===== config.mk =====
export PLATFORM = sky130hd
export DESIGN_NAME = cpu_burst_sm
export DESIGN_NICKNAME = d
export VERILOG_FILES = /design/src/rtl/cpu_burst_sm.sv
export SDC_FILE = /design/constraint.sdc
export NUM_CORES = 1
export LEC_CHECK = 0
export CAP_MARGIN = 20
export CORE_AREA = 3 3 56 58
export CTS_BUF_LIST = sky130_fd_sc_hd__clkbuf_8
export CTS_CLUSTER_DIAMETER = 60
export DETAILED_ROUTE_END_ITERATION = 8
export DIE_AREA = 0 0 59 61
export PLACE_DENSITY = 0.76
export SLEW_MARGIN = 20
export SYNTH_ARGS = -nofsm -noshare
export SYNTH_HDL_FRONTEND = slang
export SYNTH_SLANG_ARGS = --single-unit

===== constraint.sdc =====
create_clock -name i_clk -period 1.9 [get_ports i_clk]
set_input_delay 0.38 -clock i_clk [delete_from_list [all_inputs] [get_ports i_clk]]
set_output_delay 0.38 -clock i_clk [all_outputs]
set_load 0.005 [all_outputs]

===== src/rtl/cpu_burst_sm.sv =====
// 68030-side DMA-master bus-cycle sequencer: N-beat longword bursts ended by STERM_, DSACK_ or BERR_, with a watchdog.
// Define SYNC_TERM_EN to honour STERM_; without it STERM_ is ignored and only DSACK_/BERR_/timeout terminate.
module cpu_burst_sm #(
  parameter int BEATS_MAX = 4,
  parameter int CNT_W     = 3,
  parameter int TIMEOUT   = 255,
  parameter int TO_W      = 8
) (
  input  logic             i_clk,
  input  logic             i_rst_n,
  input  logic             i_start,
  input  logic             i_write,
  input  logic [CNT_W-1:0] i_beats,
  input  logic [1:0]       i_dsack_n,
  input  logic             i_sterm_n,
  input  logic             i_berr_n,
  output logic             o_as_n,
  output logic             o_ds_n,
  output logic             o_r_w,
  output logic             o_a1,
  output logic             o_latch,
  output logic             o_beat_done,
  output logic             o_done,
  output logic             o_err,
  output logic             o_busy,
  output logic [CNT_W-1:0] o_beat_cnt
);

  localparam logic [2:0] S_IDLE = 3'd0;
  localparam logic [2:0] S_ADDR = 3'd1;
  localparam logic [2:0] S_STRB = 3'd2;
  localparam logic [2:0] S_WAIT = 3'd3;
  localparam logic [2:0] S_TERM = 3'd4;
  localparam logic [2:0] S_END  = 3'd5;

  logic [2:0]       r_state;
  logic             r_write;
  logic [CNT_W-1:0] r_beats;
  logic [CNT_W-1:0] r_beat_cnt;
  logic             r_a1;
  logic             r_half;
  logic             r_err;
  logic [TO_W-1:0]  r_to_cnt;

  logic             w_berr;
  logic             w_sterm;
  logic             w_full_beat;
  logic             w_in_cycle;
  logic [CNT_W-1:0] w_cnt_inc;
  logic [CNT_W-1:0] w_beats_clamped;

  assign w_berr = ~i_berr_n;
`ifdef SYNC_TERM_EN
  assign w_sterm = ~i_sterm_n;
`else
  assign w_sterm = ~i_sterm_n & 1'b0;
`endif

  assign w_beats_clamped = (i_beats == '0 || i_beats > CNT_W'(BEATS_MAX)) ? CNT_W'(BEATS_MAX) : i_beats;
  assign w_cnt_inc       = r_beat_cnt + 1'b1;
  // The first half of a 16-bit beat only advances A1; every other termination completes a longword.
  assign w_full_beat     = !(r_half && !r_a1);
  assign w_in_cycle      = (r_state == S_ADDR) || (r_state == S_STRB) ||
                           (r_state == S_WAIT) || (r_state == S_TERM);

  // NOTE: all state uses non-blocking assignments so every branch sees pre-edge values.
  always_ff @(posedge i_clk or negedge i_rst_n) begin
    if (!i_rst_n) begin
      r_state    <= S_IDLE;
      r_write    <= 1'b0;
      r_beats    <= '0;
      r_beat_cnt <= '0;
      r_a1       <= 1'b0;
      r_half     <= 1'b0;
      r_err      <= 1'b0;
      r_to_cnt   <= '0;
    end else begin
      case (r_state)
        S_IDLE: if (i_start) begin
          r_write    <= i_write;
          r_beats    <= w_beats_clamped;
          r_err      <= 1'b0;
          r_beat_cnt <= '0;
          r_a1       <= 1'b0;
          r_half     <= 1'b0;
          r_state    <= S_ADDR;
        end
        S_ADDR: begin
          if (w_berr) begin
            r_err   <= 1'b1;
            r_state <= S_END;
          end else begin
            r_state <= S_STRB;
          end
        end
        S_STRB: begin
          r_to_cnt <= '0;
          if (w_berr) begin
            r_err   <= 1'b1;
            r_state <= S_END;
          end else begin
            r_state <= S_WAIT;
          end
        end
        S_WAIT: begin
          if (w_berr) begin
            r_err   <= 1'b1;
            r_state <= S_END;
          end else if (w_sterm || i_dsack_n == 2'b00) begin
            r_half  <= 1'b0;
            r_state <= S_TERM;
          end else if (i_dsack_n == 2'b01) begin
            r_half  <= 1'b1;
            r_state <= S_TERM;
          end else if (i_dsack_n == 2'b10 || r_to_cnt == TO_W'(TIMEOUT - 1)) begin
            r_err   <= 1'b1;
            r_state <= S_END;
          end else begin
            r_to_cnt <= r_to_cnt + 1'b1;
          end
        end
        S_TERM: begin
          if (w_berr) r_err <= 1'b1;
          if (w_full_beat) begin
            r_beat_cnt <= w_cnt_inc;
            r_a1       <= 1'b0;
            r_state    <= (w_cnt_inc == r_beats || w_berr) ? S_END : S_ADDR;
          end else begin
            r_a1    <= 1'b1;
            r_state <= w_berr ? S_END : S_ADDR;
          end
        end
        S_END:   r_state <= S_IDLE;
        default: r_state <= S_IDLE;
      endcase
    end
  end

  assign o_as_n      = !((r_state == S_STRB) || (r_state == S_WAIT));
  assign o_ds_n      = !((r_state == S_WAIT) || ((r_state == S_STRB) && !r_write));
  assign o_r_w       = w_in_cycle ? ~r_write : 1'b1;
  assign o_a1        = r_a1;
  assign o_latch     = (r_state == S_TERM);
  assign o_beat_done = (r_state == S_TERM) && w_full_beat;
  assign o_done      = (r_state == S_END);
  assign o_err       = r_err;
  assign o_busy      = (r_state != S_IDLE);
  assign o_beat_cnt  = r_beat_cnt;

endmodule


==> flow_summary.toml, run 1 <==
[synth]
ys_warn_count = 0
ys_seq_elements = 21
synth_top_area_cell = "dfrtp_1"
synth_top_cell_area_share = 0.3955
synthFlopType = "dfrtp_1"
yosysUniqueCellTypes = 47
synth_edf_count = 0
synthArstFlopShare = 1.000
synth_nets = 158
ys_top_cells_by_area = "dfrtp_1 40%, nand2_1 4.5%, a21oi_1 3.8%"
synth_area_um2 = 1329
synth_cells = 143
syn_avg_cell_area_um2 = 9.292
ys_seq_area_frac = 0.3955

[worst_setup_path]
rr_startpoint = "r_to_cnt[0]"
arrival_ns = 1.49
crit_path_start_kind = "register"
cp_slowest_cell = "dfrtp_1"
crit_start = "r_state[2]"
worstSetupEndpointType = "output port"
worst-path-max-fanout = 3
crit_chain = "or3b_4 -> buf_6 -> a21oi_4 -> buf_2"
cp_top_family = "flip-flops"
reg2reg_setup_slack_ns = 0.13
crit_buf_inv = 2
worstSetupPathType = "register to output port"
required_ns = 1.52
max_stage_delay_ns = 0.43

[drt]
vias_per_cell = 5.459
drt_iter0_drc = 29
ant_nets = 0
wl_per_cell_um = 14.29
dr.pass1.iters = 4
drcViolationCount = 0
wirelength_um = 3115
via_count = 1190

[cts]
htreeDepth = 1
cts.sinks = 21
numCtsBuffers = 3
cts_root_buf = "clkbuf_8"
cts_tree = "done"
clk_latency_ns = 0.26
clockBufferDepth = 2
path_clk_slew_ns = 0.08

[global_routing]
grt_start_max_net_pins = 22
antenna_found_initial = 0
grt_usage = 0.1894
grt_overflow = 0
grt_pass1_wl_um = 5126
grt_pass1_vias = 1141

[layout]
num_antenna_cells = 0
area.sequential_um2 = 525.5
fillers = 236
final_nets = 203
stdcell_count = 218
multi_input_area_um2 = 730.7
area_growth_pct = 35.59
final_area_um2 = 1802
drive_gt1_frac = 0.2246

[floorplan]
initial_core_util = 0.4903
die_area_um2 = 3599
io_pins = 23
core_um2 = 2710
num_rows = 19
die_h_um = 61
die_w_um = 59

[place]
port_buffers = 21
placed_area_um2 = 1659
dp.cells = 205
hpwlAfterDp_um = 2317
place_congestion = 0.8067

[sta]
tightest_slew_ns = 0.4369
finalSetupViolations = 0
slew_headroom = 0.7087
fmax_mhz = 535.3
fin_crit_sh = 0.9832
hold_viol_final = 0
skew_ns = 0.003595
slew_violations = 0
rsz0062_at_grt = "true"
min_period_ns = 1.868
fin_setup_tns_ns = 0

[status]
status = "complete, no violations"

[power_and_ir_drop]
p_leak_uw = 0.0008190
p_total_uw = 2427
ir_drop_uv = 934.7
p_per_area_nw_per_um2 = 1347

[min_path]
hold_path.class = "input port to asynchronous set/reset pin"

[run]
drv_cap = 0
-- worst paths after layout --
check                              end  depth (start not counted)
setup / recovery           o_beat_done                          4
hold / removal             r_to_cnt[3]                          2
setup reg to reg           r_to_cnt[0]                          7
hold reg to reg            r_to_cnt[4]                          1
max in group asynchronous   r_state[1]                          2
min in group i_clk         r_to_cnt[4]                          1
-- registers in the layout, summed over array words and instances (netlist names) --
register	count
r_to_cnt	8
o_beat_cnt	3
r_beats	3
r_state	3
o_a1	1
o_err	1
r_half	1
r_write	1
-- report_power, final --
group          total, uW  switching (uW)  internal [uW]
Clock                296             150            146
Sequential           768             160            609
Combinational       1360             629            734
Total               2430             938           1490
-- layout make-up --
cell class | instances | share of cell area
Timing Repair Buffer | 46 | 0.2292
Multi-Input combinational cell | 104 | 0.4056
Clock inverter | 1 | 0.002778
Inverter | 12 | 0.02639
Clock buffer | 3 | 0.02292
Tap cell | 31 | 0.02153
Sequential cell | 21 | 0.2917
-- metal layers --
| metal | GRT usage | vias up | part of all wire |
|---|---|---|---|
| met5 | 0 | - | 0 |
| met3 | 0.02979 | 4 | 0.047 |
| met1 | 0.2378 | 555 | 0.43 |
| li1 | - | 604 | - |
| met2 | 0.3233 | 27 | 0.52 |
| met4 | 0.08091 | 0 | 0.011 |
-- cell families after synthesis --
family          synth area share
xor+xnor                 0.02637
flops                     0.3955
mux                      0.04614
buf+inv                  0.06308
compound gates            0.2335
simple gates              0.1902
fa+ha+maj                0.04520
-- synthesized netlist by cell type, types with 2 or more instances --
cell type / number
nor2_1: 7
o211ai_1: 2
nand3_1: 4
nand2_1: 16
nor3_1: 5
o21ai_0: 9
inv_1: 11
mux2i_1: 5
dfrtp_1: 21
clkbuf_1: 3
and3_1: 2
nand2b_1: 3
nand4_1: 2
o22a_1: 2
and4_1: 2
xnor2_1: 3
a21oi_1: 10
ha_1: 4
buf_6: 2
a211oi_1: 3
-- cell usage in the layout, fill, tap and decap left out, drive strengths merged, types with 2 or more instances in the layout --
cell type / instances
clkbuf: 3
ha: 4
or2: 2
nand3: 4
dlygate4sd2: 4
a211oi: 3
dfrtp: 21
o22a: 3
and3: 2
and4: 2
o211ai: 2
a2111oi: 2
clkdlybuf4s50: 14
nor2b: 2
nand2: 16
nand2b: 3
a21oi: 11
nor3: 5
buf: 26
xnor2: 3
nand4: 2
nor2: 7
mux2i: 5
inv: 12
o21ai: 9
-- timing repair --
item,CTS,global route
endpoints found under the setup margin,7,5
hold buffers,0,0
gates resized for setup,16,5
setup buffers,4,5
pin swaps,1,1
-- metrics by stage --
stage | hold WS (ns) | utilization | setup WS [ns]
after global routing | 0.4769 | 0.6648 | -0.03176
after detailed placement | 0.4762 | 0.6122 | -0.1438
after global placement | 0.4651 | 0.6122 | -0.1090
final | 0.4565 | 0.6648 | 0.03201
after CTS | 0.4596 | 0.6454 | 0.001809
after floorplan | 0.08441 | - | 0.2737
Note: power is estimated with default switching activity, not from simulation.
==> run 2, diff against run 1 <==
Settings changed: CORE_AREA 3 3 56 58 to 3 3 59 61, DIE_AREA 0 0 59 61 to 0 0 62 64, PLACE_DENSITY 0.76 to 0.69.
==> run 2 against run 1 <==
- worst hold slack better by 0.0072 ns
- sequential share of layout area increased by 0.66 points
- clock power decreased by 4%
- clock-buffer cell count unchanged
- critical path depth is the same
- power is 5.2% lower
- die area increased by 10%
- via count grew 0.76%
- sequential power is 0.7% higher
- flip-flop and latch count unchanged
- fmax fell by 0.21%
- largest power group unchanged
==> flow_summary.toml, run 2 (synthesis results as in run 1) <==
[sta]
finalSetupViolations = 0
slew_headroom = 0.7097
slew_violations = 0
tightest_slew_ns = 0.4354
rsz0062_at_grt = "true"
hold_viol_final = 0
fmax_mhz = 534.2
fin_crit_sh = 0.9852
whs_ns = 0.4638
min_period_ns = 1.872
skew_ns = 0.006196

[worst_setup_path]
reg2reg_setup_slack_ns = 0.15
crit_path_start_kind = "register"
r2r-end = "r_to_cnt[5]"
arrival_ns = 1.49
rr_startpoint = "r_state[1]"
crit_start = "r_state[0]"
worst-path-max-fanout = 18
crit_path_end = "o_done"
required_ns = 1.52
worstSetupPathType = "register to output port"
worstSetupEndpointType = "output port"
rr_worst_depth = 7

[drt]
vias_per_cell = 5.329
via_count = 1199
ant_nets = 0
drt_iter0_drc = 64
drcViolationCount = 0
wirelength_um = 3122
dr.pass1.iters = 4
wl_per_cell_um = 13.88

[global_routing]
grt_start_max_net_pins = 22
grt_use_met2 = 0.2798
grt.busiest_layer = "met2"
grt_pass1_vias = 1188
grt_overflow = 0
grt_pass1_wl_um = 5409
grt_usage = 0.1783
antenna_found_initial = 0
use_met1 = 0.2471
grtUsageMet3 = 0.02626

[layout]
drive_gt1_frac = 0.1934
fillers = 264
layout_commonest_cell = "dfrtp_1"
multi_input_area_um2 = 724.4
num_antenna_cells = 0
area.sequential_um2 = 525.5
final_nets = 197
largest_register_ffs = 8
largest-register = "r_to_cnt"
post-route-util = 0.5818
final_cell_mix = "21 x dfrtp_1, 17 x buf_4, 16 x nand2_1"
area_growth_pct = 32.58
stdcell_count = 225
final_area_um2 = 1762

[cts]
path_clk_slew_ns = 0.08
clk_latency_ns = 0.26
hold_buffers = 0
cts.sinks = 21
cts_tree = "done"
cts_root_buf = "clkbuf_8"
htreeDepth = 1
numCtsBuffers = 3
clockBufferDepth = 2

[place]
placed_area_um2 = 1668
hpwlAfterDp_um = 2394
place_congestion = 0.8067
dp.cells = 217
port_buffers = 21

[floorplan]
die_area_um2 = 3968
die_h_um = 64
num_rows = 20
initial_core_util = 0.4388
die_w_um = 62
io_pins = 23
core_um2 = 3028

[min_path]
hold_path.class = "input port to asynchronous set/reset pin"

[run]
drv_cap = 0

[status]
status = "complete, no violations"

[power_and_ir_drop]
ir_drop_uv = 491.7
p_per_area_nw_per_um2 = 1307
p_leak_uw = 0.0007841
-- run 2: changes by cell type in the layout (fill, tap and decap cells not counted), moves of 2 or more --
| cell | previous run | this run |
|---|---|---|
| buf_6 | 4 | 2 |
| dlymetal6s2s_1 | 1 | 4 |
| dlygate4sd2_1 | 4 | 1 |
| buf_4 | 20 | 17 |
-- run 2: final cells by class --
type	instances	share of cell area
clock inverters	1	0.002131
inverters	12	0.02699
clock buffers	3	0.02344
well taps	44	0.03125
multi-input cells	104	0.4112
flip-flops and latches	21	0.2983
repair buffers	40	0.2067
-- run 2: what timing repair did --
item                                   in CTS  in global routing
setup endpoints to repair                   7                  8
pin swaps                                   1                  2
endpoints found under the hold margin       0                  0
gates resized for setup                     7                  6
buffers inserted                            4                  0
-- run 2: worst min path at each step --
stage	from	end	slack, ns	depth (start not counted)
after detailed placement	r_to_cnt[4]	r_to_cnt[4]	0.48	1
final	i_rst_n	r_state[1]	0.46	2
after floorplan	i_rst_n	o_a1	0.08	0
after CTS	i_rst_n	r_state[1]	0.47	2
after global placement	r_to_cnt[4]	r_to_cnt[4]	0.47	1
after global routing	i_rst_n	r_state[1]	0.48	2
-- run 2: power breakdown --
| part | internal [uW] | leakage [uW] | switching, uW |
|---|---|---|---|
| combinational | 648 | 0.000488 | 596 |
| clock | 144 | 0.0000269 | 141 |
| sequential | 609 | 0.000269 | 164 |
| total | 1400 | 0.000784 | 900 |
-- run 2: metal layers --
layer  vias up  wire length (um)
li1        591                 -
met1       585              1439
met2        19              1557
met3         4               100
met4         0                25
met5         -                 0
-- run 2: stage by stage --
stage | TNS, ns | power, uW | setup WS (ns)
after floorplan | 0 | 1485 | 0.2737
after global placement | -0.3376 | 1927 | -0.1103
after detailed placement | -0.5654 | 1981 | -0.1700
after CTS | -0.4580 | 2325 | -0.1505
after global routing | -0.04107 | 2495 | -0.04070
final | 0 | 2302 | 0.02807
-- run 2: critical path, cell delays in order, from the launching register on --
cell and delay (ns):
dfrtp_1 0.40, buf_6 0.20, nand2_1 0.06, nor2_1 0.08, clkdlybuf4s50_1 0.50
==> run 3, diff against run 2 <==
Settings changed: GPL_ROUTABILITY_DRIVEN set to 0.
==> results of run 3 <==
Same layout as run 2: the final DEF is identical, and so are final timing and power.
